**src/rtl/i2s_rx_deserializer.sv**
```systemverilog
// I2S (Philips) slave receiver. BCK/WS/DIN are oversampled in the clk
// domain and deserialized into parallel left/right samples. BCK is only
// ever treated as data; every flop here runs on clk.
module i2s_rx_deserializer #(
    parameter int DATA_W  = 16,
    parameter int TIMEOUT = 1024
) (
    input  logic              clk,
    input  logic              rst_n,
    input  logic              bck_i,
    input  logic              ws_i,
    input  logic              din_i,
    output logic [DATA_W-1:0] left_o,
    output logic [DATA_W-1:0] right_o,
    output logic              valid_o,
    output logic              err_o,
    output logic              locked_o
);

    localparam int IW = $clog2(TIMEOUT + 1);

    typedef enum logic {HUNT, RUN} state_t;

    state_t state_q, state_d;

    logic [1:0]        bck_sync, ws_sync, din_sync;
    logic              bck_d, bck_rise;
    logic              ws_r, din_r;      // ws/din delayed to line up with bck_rise
    logic              ws_d;             // WS as seen at the previous rise
    logic [5:0]        bit_cnt;
    logic [5:0]        cnt_inc;
    logic [DATA_W-1:0] shift, shift_nxt;
    logic [DATA_W-1:0] left_hold;
    logic              left_ok;
    logic [IW-1:0]     idle_cnt;
    logic              timeout;
    logic              slot_close, slot_full;
    logic              take_left, emit, flag_err;

    // Two-flop synchronizers plus a registered rise detector on BCK.
    always_ff @(posedge clk or negedge rst_n) begin
        if (!rst_n) begin
            bck_sync <= '0;
            ws_sync  <= '0;
            din_sync <= '0;
            bck_d    <= 1'b0;
            bck_rise <= 1'b0;
            ws_r     <= 1'b0;
            din_r    <= 1'b0;
        end else begin
            bck_sync <= {bck_sync[0], bck_i};
            ws_sync  <= {ws_sync[0], ws_i};
            din_sync <= {din_sync[0], din_i};
            bck_d    <= bck_sync[1];
            bck_rise <= bck_sync[1] & ~bck_d;
            ws_r     <= ws_sync[1];
            din_r    <= din_sync[1];
        end
    end

    // Idle counter: cleared by every rise, saturates once the timeout fires.
    always_ff @(posedge clk or negedge rst_n) begin
        if (!rst_n) begin
            idle_cnt <= '0;
        end else if (bck_rise) begin
            idle_cnt <= '0;
        end else if (idle_cnt != IW'(TIMEOUT)) begin
            idle_cnt <= idle_cnt + 1'b1;
        end
    end

    // A rise in the same cycle always beats the timeout.
    assign timeout = !bck_rise && (idle_cnt == IW'(TIMEOUT - 1));

    assign shift_nxt  = (int'(bit_cnt) < DATA_W) ? {shift[DATA_W-2:0], din_r} : shift;
    assign cnt_inc    = (bit_cnt == 6'd63) ? 6'd63 : bit_cnt + 6'd1;
    assign slot_close = bck_rise && (ws_r != ws_d);
    assign slot_full  = int'(cnt_inc) >= DATA_W;

    // State register.
    always_ff @(posedge clk or negedge rst_n) begin
        if (!rst_n) state_q <= HUNT;
        else        state_q <= state_d;
    end

    // Next state and per-slot decisions; the hunt slot is dropped silently.
    always_comb begin
        state_d   = state_q;
        take_left = 1'b0;
        emit      = 1'b0;
        flag_err  = 1'b0;
        if (slot_close) begin
            case (state_q)
                HUNT: state_d = RUN;
                RUN: begin
                    if (slot_full) begin
                        if (!ws_d)        take_left = 1'b1;
                        else if (left_ok) emit      = 1'b1;
                    end else begin
                        flag_err = 1'b1;
                    end
                end
                default: state_d = HUNT;
            endcase
        end else if (timeout) begin
            state_d = HUNT;
        end
    end

    // Shift/count datapath and output registers; outputs move only with valid.
    always_ff @(posedge clk or negedge rst_n) begin
        if (!rst_n) begin
            shift     <= '0;
            left_hold <= '0;
            bit_cnt   <= '0;
            ws_d      <= 1'b0;
            left_ok   <= 1'b0;
            left_o    <= '0;
            right_o   <= '0;
            valid_o   <= 1'b0;
            err_o     <= 1'b0;
            locked_o  <= 1'b0;
        end else begin
            valid_o <= 1'b0;
            err_o   <= 1'b0;
            if (timeout) begin
                bit_cnt  <= '0;
                left_ok  <= 1'b0;
                locked_o <= 1'b0;
            end else if (bck_rise) begin
                shift   <= shift_nxt;
                bit_cnt <= slot_close ? 6'd0 : cnt_inc;
                ws_d    <= ws_r;
                if (take_left) begin
                    left_hold <= shift_nxt;
                    left_ok   <= 1'b1;
                end
                if (emit) begin
                    left_o   <= left_hold;
                    right_o  <= shift_nxt;
                    valid_o  <= 1'b1;
                    locked_o <= 1'b1;
                    left_ok  <= 1'b0;
                end
                if (flag_err) begin
                    err_o    <= 1'b1;
                    left_ok  <= 1'b0;
                    locked_o <= 1'b0;
                end
            end
        end
    end

endmodule

```
**config.mk**
```make
export PLATFORM = sky130hd
export DESIGN_NAME = i2s_rx_deserializer
export DESIGN_NICKNAME = d
export VERILOG_FILES = /design/src/rtl/i2s_rx_deserializer.sv
export SDC_FILE = /design/constraint.sdc
export NUM_CORES = 1
export LEC_CHECK = 0
export BUFFER_PORTS_ARGS = -buffer_cell sky130_fd_sc_hd__clkbuf_2
export CORE_UTILIZATION = 50
export CTS_CLUSTER_DIAMETER = 120
export DETAILED_ROUTE_END_ITERATION = 8
export GPL_TIMING_DRIVEN = 0
export HOLD_SLACK_MARGIN = 0.02
export PLACE_DENSITY = 0.77
export SETUP_SLACK_MARGIN = 0.05
export SYNTH_ARGS = -nofsm -noshare
export SYNTH_HDL_FRONTEND = slang
export SYNTH_SLANG_ARGS = --single-unit
```
**constraint.sdc**
```tcl
create_clock -name clk -period 2.15 [get_ports clk]
set_input_delay 0.43 -clock clk [delete_from_list [all_inputs] [get_ports clk]]
set_output_delay 0.43 -clock clk [all_outputs]
set_load 0.01 [all_outputs]
```
==> results.md, run 1 <==
- Crit path DAT: 2.30 ns
- H-tree Lvls: 3
- Worst-path maximum fanout: 10
- Critical Path Source Type: flip-flop
- Critical path class: reg -> reg
- CTS Sinks: 97
- Vias post-DR: 2423
- Yosys Warn Count: 0
- Iter 0 DRT Violations: 108
- Clock power share: 29.7%
- Pin count of the biggest net entering global routing: 63
- Worst slew pin tran: 0.511 ns
- Final HPWL from detailed placement: 4770 um
- Syn Area/Cell: 14.4 um2
- Final setup violation count: 0
- Final hold vios: 0
- Std-Cell Core Area: 0.00818 mm2
- Vias per cell: 5.29
- Die Span Y: 93.9 um
- Placed instance count: 439
- Initial antenna violation count: 0
- Yosys reg bits: 97
- Net switching fraction of the power: 28.4%
- Crit path cell chain: ha_1 -> nand3_2 -> mux2i_4 -> o21ai_2 -> nand2_4 -> buf_12 -> mux2_4
- Outcome: finished clean
- Fin crit period: 2.04 ns
- CTS root buffer: clkbuf_8
- Fin util: 59.0%
- Detailed-router iteration count before antenna repair: 4
- DR WL met2: 3370 um
- Area growth, synth to finish: 14.2%
- Sw power: 1070 uW
- Core Rows: 33
- Syn_nets: 302
- GPL Wtd Cong: 0.887
- Wirelength per Cell: 15.6 um
- Critical Path Slowest Stage Cell: dfrtp_1
- Hold Crit Class: in -> async
- Fin crit share: 95.0%
- Maximum VDD drop: 0.554 mV
- Total Nets Final: 356
- DR top layer: met4
- Drt total wl: 7130 um
- Remaining global-route overflow: 0
- CTS Hold Buffers Added: 0
- Die width: 93.9 um
- Share of cells above drive strength 1: 45.3%
- Max-slew violations: 0
- PwrDens: 784 mW/mm2
- Design Area, Final: 0.00482 mm2
- Worst hold slack: 0.0428 ns
- # fillers: 649
- DR WL met3: 278 um
- Met1 WL: 3370 um
- Comb pwr share: 12.7%
- Skew-Pair Late Insertion Delay: 0.37 ns
- Area of the die: 0.00881 mm2
- Port Buf Inserts: 39
- Critical Path RT: 2.40 ns
- Max Cap Viol: 0
- CP endpoint kind: flip-flop
- Internal: 2700 uW
- Clk slew on worst S/H paths: 0.10 ns
- Synth unique cells: 41
- Worst path top cell family by delay: multiplexers
- GRT Util Overall: 17.9%
- Leak: 0.00245 uW
- CTS tree: done
- WP buf/inv: 1
- Max-Slew Margin vs Limit: 65.9%
- Vias in the first global route: 2365
- DR DRC count: 0
- ANT nets after route: 0
- Top cell type's share of synthesized area: 57.5%
- Reg power frac: 57.7%
- DP Area: 0.00458 mm2
- Clock Path Buffers: 2
- Initial Util: 51.6%
- Top post-synthesis cells by area: dfrtp_1, mux2_4, mux2_2
- Yosys top cell by area: dfrtp_1
- Seq/Total Area, Yosys: 57.5%
- Post-Layout Cell Count: 458
- First-pass GRT wire length: 11900 um
- Num CTS Buffers: 9
- Post-Syn Area: 0.00422 mm2
- IO Pins: 40
- Mapped Cells: 294
- Fin Clk Skew: 0.00872 ns
- Max Clk Rate: 0.490 GHz
- Crit path largest cell delay: 0.43 ns
- RSZ-0062 raised after global routing: false
- Antenna cells: 0
==> what timing repair did <==
action                                  4_1_cts  5_1_grt
setup buffers                                 0        3
endpoints found under the setup margin        9       30
pin swaps                                     0        1
endpoints found under the hold margin         0        0
resized for setup                             1        3
==> power groups by stage <==
stage               clock [uW]  sequential, uW  combinational (uW)
CTS                       1150            2180                 486
finish                    1120            2180                 478
global route              1220            2210                 546
floorplan                    0            2160                 367
detailed placement           0            2210                 481
global placement             0            2190                 453
==> final timing paths <==
check,startpoint,cells after the start,slack [ns],end
max in group asynchronous,rst_n,2,1.44,bck_d
min reg2reg,ws_sync[1],0,0.35,ws_r
min,rst_n,1,0.04,left_o[10]
min in group clk,ws_i,1,0.17,ws_sync[0]
max,bit_cnt[0],7,0.11,right_o[13]
max reg2reg,bit_cnt[0],7,0.11,right_o[13]
==> state kept, by name, summed over array words and instances, names as in the netlist, 2 cells and up <==
register	count
bit_cnt	6
left_hold	16
idle_cnt	11
right_o	16
shift	16
left_o	16
ws_sync	2
din_sync	2
bck_sync	2
==> synthesized netlist by cell type, drive strengths merged <==
master,count
nand4b,1
nor4,3
ha,3
nor2b,3
a21o,1
and4,1
clkbuf,1
o21ai,9
nor2,19
a21oi,10
buf,8
dfrtp,97
nand2,14
nand3,8
and2,3
mux2,81
mux2i,1
o2bb2ai,1
xor2,7
nor3,3
and3,2
inv,7
and4b,1
or3,1
o32ai,1
nand2b,1
nand4,4
a41oi,1
xnor2,2
==> metal layers <==
| layer | up-vias | track usage (%) |
|---|---|---|
| met3 | 10 | 4.94 |
| met4 | 0 | 5.38 |
| li1 | 1147 | - |
| met5 | - | 0 |
| met1 | 1213 | 25.7 |
| met2 | 53 | 26.3 |
==> kinds of logic (layout without fill, tap and decap cells) <==
group,after synthesis,count (layout),synth area share (%)
flip-flops,97,97,57.5
adder cells (fa/ha/maj),3,3,0.890
XOR/XNOR,9,9,1.87
buffers and inverters,16,75,2.99
AO/OA/AOI/OAI,23,23,3.41
multiplexers,82,82,25.3
AND/OR/NAND/NOR,64,64,7.98
==> layout make-up <==
cell class | count | area [um2] | share of cell area [%]
buffer | 9 | 100 | 2.08
clock buffer | 9 | 124 | 2.57
clock inverter | 7 | 62.6 | 1.30
inverter | 7 | 26.3 | 0.545
multi-input combinational | 181 | 1700 | 35.3
sequential | 97 | 2430 | 50.4
tap | 105 | 131 | 2.73
timing repair buffer | 43 | 248 | 5.14
==> layout by cell type, fill, tap and decap left out, drive strengths merged, types with 2 or more instances in the layout <==
master,netlist,layout
o21ai,9,9
nand2,14,14
xnor2,2,2
clkbuf,1,49
inv,7,10
xor2,7,7
ha,3,3
clkinvlp,0,3
a21oi,10,10
nand4,4,4
nor2,19,19
nor3,3,3
nor4,3,3
nor2b,3,3
nand3,8,8
and2,3,3
mux2,81,81
dfrtp,97,97
and3,2,2
buf,8,12
==> metrics by stage <==
stage | power (uW) | setup TNS [ns] | setup slack (ns)
CTS | 3810 | 0 | 0.0307
finish | 3780 | 0 | 0.108
detailed placement | 2690 | -0.215 | -0.0295
global placement | 2650 | -44.43 | -0.464
floorplan | 2520 | 0 | 0.310
global route | 3980 | 0 | 0.0450
(Power assumes the default switching activity.)
==> inputs of run 2 (changes only) <==
--- a/config.mk
+++ b/config.mk
@@ -5,6 +5,7 @@
 export SDC_FILE = /design/constraint.sdc
 export NUM_CORES = 1
 export LEC_CHECK = 0
+export ABC_AREA = 1
 export BUFFER_PORTS_ARGS = -buffer_cell sky130_fd_sc_hd__clkbuf_2
 export CORE_UTILIZATION = 50
 export CTS_CLUSTER_DIAMETER = 120
@@ -13,6 +14,7 @@
 export HOLD_SLACK_MARGIN = 0.02
 export PLACE_DENSITY = 0.77
 export SETUP_SLACK_MARGIN = 0.05
+export SLEW_MARGIN = 20
 export SYNTH_ARGS = -nofsm -noshare
 export SYNTH_HDL_FRONTEND = slang
 export SYNTH_SLANG_ARGS = --single-unit
==> run 2 against run 1 <==
- clock power is 4% higher
- global-route usage is 1.6 points higher
- area after synthesis is 5.3% lower
- critical path depth is 4 higher
- non-clock buffer count is 3 higher
- sequential power is 8% lower
- utilization is 0.47 points lower
- cell area is 6.2% lower
- routed wire length is 1.7% higher
- register-to-register slack better by 0.28 ns
- flip-flop and latch count stayed put
- clock skew is 0.0039 ns higher
- largest cell class unchanged
==> results.md, run 2 <==
- First-pass GRT wire length: 12900 um (+8.1%)
- Max Clk Rate: 0.567 GHz (+16%)
- CTS Hold Buffers Added: 0 (unchanged)
- Area of the die: 0.00835 mm2 (-5.2%)
- Hold Crit Class: in -> async
- Critical path class: reg -> reg
- CTS root buffer: clkbuf_8
- Top post-synthesis cells by area: dfrtp_1, nand2_1, o21ai_0
- Num CTS Buffers: 9 (unchanged)
- Die width: 91.4 um (-2.6%)
- Most common cell in the netlist: nand2_1
- Max Cap Viol: 0 (unchanged)
- CTS tree: done
- Share of cells above drive strength 1: 19.4% (-26 points)
- Wirelength per Cell: 12.8 um (-18%)
- RSZ-0062 raised after global routing: false
- Skew-Pair Late Insertion Delay: 0.37 ns (about the same)
- Outcome: finished clean
- Initial Util: 51.7% (+0.093 points)
- CP endpoint kind: flip-flop
- Seq/Total Area, Yosys: 60.8% (+3.2 points)
- Clk slew on worst S/H paths: 0.10 ns (about the same)
- Fin crit period: 1.76 ns (-0.279 ns)
- Compound-Gate Fraction of Synth Area: 9.49% (+6.1 points)
- Final setup violation count: 0 (unchanged)
- Post-synthesis mux area share: 3.51% (-22 points)
- R2r worst-path depth: 11 (+4)
- PwrDens: 768 mW/mm2 (-2.0%)
- R2R Path Start: bit_cnt[0]
- GRT Util Overall: 19.5% (+1.6 points)
- Detailed-router iteration count before antenna repair: 5 (+1)
- Critical Path Source Type: flip-flop
- FF-to-FF End: left_hold[15]
- Std-Cell Core Area: 0.00773 mm2 (-5.5%)
- Pin count of the biggest net entering global routing: 98 (+56%)
- Port Buf Inserts: 39 (unchanged)
- Maximum VDD drop: 0.368 mV (-34%)
- Yosys Warn Count: 0 (unchanged)
- Critical Path RT: 2.43 ns (+0.03 ns)
- Crit path DAT: 2.04 ns (-0.26 ns)
- Initial antenna violation count: 0 (unchanged)
- Commonest non-fill, non-tap cell in the layout: nand2_1
- Drt total wl: 7250 um (+1.7%)
- Fin Clk Skew: 0.0127 ns (+0.00393 ns)
- Max-Slew Margin vs Limit: 51.8% (-14 points)
- Total Nets Final: 466 (+31%)
- Final hold vios: 0 (unchanged)
- Die Span Y: 91.4 um (-2.6%)
- Worst slew pin tran: 0.722 ns (+0.211 ns)
- Vias in the first global route: 2786 (+18%)
- Simple-gate share of the synthesized area: 19.7% (+12 points)
- Worst hold slack: 0.123 ns (+0.0800 ns)
- Setup bufs post-CTS: 0 (unchanged)
- Worst-path maximum fanout: 10 (unchanged)
- Remaining global-route overflow: 0 (unchanged)
- Mapped Cells: 408 (+39%)
- Clock Path Buffers: 2 (unchanged)
- Synth unique cells: 33 (-20%)
- Commonest non-fill, non-tap cells in the layout: nand2_1, dfrtp_1, o21ai_0
- H-tree Lvls: 3 (unchanged)
- Yosys reg bits: 97 (unchanged)
- Fin crit share: 82.0% (-13 points)
- Syn_nets: 416 (+38%)
- Adder-Cell Fraction of Synth Area: 0.940% (+0.050 points)
- Vias per cell: 5.08 (-3.9%)
- Most used DFF post-synth: dfrtp_1
- Antenna cells: 0 (unchanged)
- Area growth, synth to finish: 13.1%
- IO Pins: 40 (unchanged)
- Main combinational cell family by area after synthesis: simple AND/OR/NAND/NOR gates
- Iter 0 DRT Violations: 152 (+41%)
- DR DRC count: 0 (unchanged)
- Core Rows: 32 (-3.0%)
- CTS resizes: 0 (-1)
- CTS Sinks: 97 (unchanged)
- Vias post-DR: 2872 (+19%)
- Final setup TNS: 0 ns (unchanged)
- Async SR Flop Fraction: 100% (unchanged)
- ANT nets after route: 0 (unchanged)
- Post-Syn Area: 0.00400 mm2 (-5.3%)
- Max-slew violations: 0 (unchanged)
- XOR/XNOR share of the synthesized area: 0.438% (-1.4 points)
- Number of synthesized flops with an enable pin: 0 (unchanged)
- Yosys top cell by area: dfrtp_1
- R2r setup slk: 0.39 ns (+0.28 ns)
- Top cells by count, synth: nand2_1, dfrtp_1, o21ai_0
- Syn Area/Cell: 9.79 um2 (-32%)
- Final HPWL from detailed placement: 5090 um (+6.8%)
- # fillers: 659 (+1.5%)
- GPL Wtd Cong: 0.837 (-5.6%)
- Leak: 0.00238 uW (-2.8%)
- Top cell type's share of synthesized area: 60.8% (+3.2 points)
==> run 2: changes by cell type after synthesis, moves of 6 or more <==
| cell | change |
|---|---|
| mux2_4 | -38 |
| mux2_2 | -43 |
| xor2_1 | -6 |
| nand2_2 | +10 |
| inv_1 | +19 |
| mux2i_1 | +14 |
| o21ai_0 | +45 |
| nand3_1 | +10 |
| nand2_1 | +99 |
==> run 2: logic make-up (layout without fill, tap and decap cells) <==
family	Yosys count	in the layout
AO/OA/AOI/OAI	71	71
AND/OR/NAND/NOR	179	179
XOR/XNOR	2	2
multiplexers	14	14
adder cells (fa/ha/maj)	3	3
buffers and inverters	42	97
flip-flops	97	97
==> run 2: where the power goes <==
part / leakage, uW / switching, uW / internal [uW] / total, uW
Combinational: 0.000965 / 195 / 106 / 301
Clock: 0.000100 / 676 / 479 / 1160
Sequential: 0.00131 / 82.3 / 1930 / 2010
Total: 0.00238 / 953 / 2520 / 3470
==> run 2: per-stage QoR <==
| step | power, uW | utilization, % | cells | worst slack, ns | cell area [um2] |
|---|---|---|---|---|---|
| after floorplan | 2240 | - | 408 | 0.621 | 4000 |
| after global placement | 2330 | 55.9 | 549 | -0.463 | 4320 |
| after detailed placement | 2350 | 56.0 | 549 | 0.403 | 4330 |
| after CTS | 3510 | 58.5 | 565 | 0.372 | 4520 |
| after global routing | 3640 | 58.5 | 565 | 0.180 | 4520 |
| final | 3470 | 58.5 | 565 | 0.387 | 4520 |
==> run 2: final cells by class <==
type | instances | area [um2] | area share (%)
clock buffers | 10 | 138 | 3.05
well taps | 102 | 128 | 2.82
clock inverters | 6 | 55.1 | 1.22
inverters | 26 | 97.6 | 2.16
repair buffers | 39 | 204 | 4.51
multi-input cells | 269 | 1360 | 30.1
plain buffers | 16 | 109 | 2.41
flip-flops and latches | 97 | 2430 | 53.7
==> run 2: worst max-delay path by stage <==
stage	end	slack, ns	cells past startpoint	start
floorplan	right_o[11]	0.62	11	bit_cnt[0]
global placement	bck_d	-0.46	1	rst_n
detailed placement	left_hold[2]	0.40	10	bit_cnt[0]
CTS	left_hold[15]	0.37	11	bit_cnt[0]
global route	left_hold[8]	0.18	11	bit_cnt[0]
finish	left_hold[15]	0.39	11	bit_cnt[0]
==> run 2: per-layer routing <==
metal,part of all wire (%),global-route usage (%),vias to the layer above
met5,0,0,-
met4,2.0,7.54,0
met3,4.0,4.36,11
met2,47,31.5,63
met1,47,25.6,1371
li1,-,-,1427
==> run 2: critical path, cell delays in order, from the launching register on <==
cell	delay (ns)
dfrtp_1	0.43
ha_1	0.23
nand2_1	0.11
inv_1	0.08
nor2_1	0.09
nand2_1	0.07
nand2_2	0.10
nand2_4	0.07
nand2_2	0.12
buf_2	0.24
nand2_1	0.07
o21ai_0	0.08
==> inputs of run 3 (changes only) <==
--- a/config.mk
+++ b/config.mk
@@ -5,7 +5,7 @@
 export SDC_FILE = /design/constraint.sdc
 export NUM_CORES = 1
 export LEC_CHECK = 0
-export ABC_AREA = 1
+export ABC_AREA = 0
 export BUFFER_PORTS_ARGS = -buffer_cell sky130_fd_sc_hd__clkbuf_2
 export CORE_UTILIZATION = 50
 export CTS_CLUSTER_DIAMETER = 120
==> constraint.sdc (replaced) <==
create_clock -name clk -period 1.9 [get_ports clk]
set_input_delay 0.38 -clock clk [delete_from_list [all_inputs] [get_ports clk]]
set_output_delay 0.38 -clock clk [all_outputs]
set_load 0.01 [all_outputs]
==> run 3 against run 2 <==
- the run now ends with setup timing left
- first-iteration DRC count down 23%
- clock power up 17%
- worst setup slack worse by 0.46 ns
- sequential share of layout area down 6.4 points
- final cell count down 16%
- count of clock-buffer cells in the layout down 1
- critical endpoint is now left_o[8]
==> results.md, run 3 (synthesis gave the netlist of run 1 again) <==
- Final HPWL from detailed placement: 4530 um (-11%)
- Vias post-DR: 2521 (-12%)
- Worst hold slack: 0.0448 ns (-0.0780 ns)
- Critical Path Source Type: flip-flop
- Worst slew pin tran: 0.745 ns (+0.0225 ns)
- CTS Hold Buffers Added: 0 (unchanged)
- Vias in the first global route: 2453 (-12%)
- Area of the die: 0.00881 mm2 (+5.5%)
- Hold Crit Class: in -> async
- Area growth, synth to finish: 21.8%
- Antenna cells: 0 (unchanged)
- Die Span Y: 93.9 um (+2.7%)
- Failing checks: setup timing
- Max-slew violations: 0 (unchanged)
- GRT Util Overall: 18.6% (-0.89 points)
- Total power: 4440 uW (+28%)
- Clk slew on worst S/H paths: 0.10 ns (about the same)
- Max Clk Rate: 0.506 GHz (-11%)
- Crit path DAT: 2.24 ns (+0.20 ns)
- Final worst slack: -0.0768 ns (-0.464 ns)
- CTS Sinks: 97 (unchanged)
- Core Rows: 33 (+3.1%)
- DR DRC count: 0 (unchanged)
- CTS tree: done
- Die width: 93.9 um (+2.7%)
- Port Buf Inserts: 39 (unchanged)
- GPL Wtd Cong: 0.887 (+5.9%)
- Wirelength per Cell: 16.3 um (+27%)
- Leak: 0.00258 uW (+8.5%)
- Clock Path Buffers: 2 (unchanged)
- Commonest non-fill, non-tap cells in the layout: dfrtp_1, mux2_2, mux2_4, clkbuf_2, nor2_1
- CP endpoint kind: flip-flop
- Multi-input logic area: 0.00176 mm2 (+29%)
- Detailed-router iteration count before antenna repair: 4 (-1)
- Max Cap Viol: 0 (unchanged)
- RSZ-0062 raised after global routing: true
- Crit path cell chain: buf_6 -> nand3_4 -> nor4_4 -> o21ai_4 -> nand2_4 -> buf_6 -> clkbuf_16 -> mux2_4
- Most used cell, CP: buf_6
- Critical Path RT: 2.17 ns (-0.26 ns)
- Crit path largest cell delay: 0.43 ns (about the same)
- R2r worst-path depth: 8 (-3)
- Final setup violation count: 31 (+31)
- Initial Util: 51.6% (-0.093 points)
- Reg area: 0.00243 mm2 (+0.21%)
- Iter 0 DRT Violations: 117 (-23%)
- Outcome: finished, violations left
- ANT nets after route: 0 (unchanged)
- Share of cells above drive strength 1: 50.1% (+31 points)
- Drt total wl: 7780 um (+7.3%)
- Final hold vios: 0 (unchanged)
- Skew-Pair Late Insertion Delay: 0.37 ns (about the same)
- Num CTS Buffers: 9 (unchanged)
- Pin count of the biggest net entering global routing: 98 (unchanged)
- Std-Cell Core Area: 0.00818 mm2 (+5.8%)
- IO Pins: 40 (unchanged)
- Initial antenna violation count: 0 (unchanged)
- H-tree Lvls: 3 (unchanged)
- Total Nets Final: 374 (-20%)
- Critical path class: reg -> reg
- Max-Slew Margin vs Limit: 50.3% (-1.5 points)
- Fin Clk Skew: 0.00974 ns (-0.00291 ns)
- # fillers: 589 (-11%)
- Maximum VDD drop: 0.504 mV (+37%)
- Final setup TNS: -1.60 ns (-1.60 ns)
- CTS root buffer: clkbuf_8
- Vias per cell: 5.30 (+4.2%)
- Fin crit share: 104% (+22 points)
- Worst-path maximum fanout: 5 (-5)
- PwrDens: 864 mW/mm2 (+13%)
- First-pass GRT wire length: 12300 um (-4.3%)
- Critical Path Slowest Stage Cell: dfrtp_2
- Fin crit period: 1.98 ns (+0.214 ns)
- Remaining global-route overflow: 0 (unchanged)
- Commonest non-fill, non-tap cell in the layout: dfrtp_1
[run 3: cell types whose count changed in the layout (fill, tap and decap cells not counted), moves of 12 or more]
cell and change:
nand2_1 -99, o21ai_0 -46, mux2_2 +43, mux2_4 +38, inv_1 -19, mux2i_1 -14, buf_4 +12, nand3_1 -12
[run 3: where the power goes]
part | leakage, uW | total [uW] | internal, uW | switching [uW]
combinational | 0.00120 | 601 | 333 | 269
sequential | 0.00129 | 2480 | 2270 | 211
clock | 0.0000896 | 1360 | 618 | 745
[run 3: cell type report]
| type | count | area share [%] |
|---|---|---|
| Tap cell | 105 | 2.56 |
| Timing Repair Buffer | 61 | 9.27 |
| Clock buffer | 9 | 2.41 |
| Multi-Input combinational cell | 181 | 34.2 |
| Inverter | 7 | 0.511 |
| Sequential cell | 97 | 47.3 |
| Clock inverter | 7 | 1.56 |
| Buffer | 9 | 2.17 |
[run 3: worst paths after layout]
check,from,endpoint,slack (ns)
worst max-delay path,bit_cnt[0],left_o[8],-0.08
worst max register to register,bit_cnt[0],left_o[8],-0.08
min in group clk,din_i,din_sync[0],0.11
max in group asynchronous,rst_n,bit_cnt[1],1.26
worst min register to register,ws_sync[0],ws_sync[1],0.34
worst min-delay path,rst_n,left_o[10],0.04
[run 3: metal layers]
layer | GRT usage, % | routed length, um | up-vias
met3 | 5.50 | 233 | 13
met5 | 0 | 0 | -
met2 | 28.7 | 3760 | 54
met4 | 4.87 | 130 | 0
li1 | - | - | 1181
met1 | 25.6 | 3650 | 1273
[run 3: worst max-delay path: cells and delay by family (launching register included)]
kind                   cells  cell delay [ns]
AND/OR/NAND/NOR            3             0.61
AO/OA/AOI/OAI              1             0.11
flip-flops                 1             0.43
multiplexers               1             0.29
buffers and inverters      3             0.42
[run 3: stage by stage]
stage               utilization (%)  cells  cell area (um2)  worst slack, ns
global placement               55.6    438             4550           -0.664
floorplan                         -    294             4220           0.0597
global route                   62.9    476             5140          -0.0920
detailed placement             55.7    438             4550           -0.239
CTS                            61.3    467             5010          -0.0127
finish                         62.9    476             5140          -0.0768
[run 3: timing repair]
action,4_1_cts,5_1_grt
pin swaps,1,4
buffers inserted,12,7
endpoints found under the setup margin,60,58
cloned,1,2
gates resized for setup,19,8
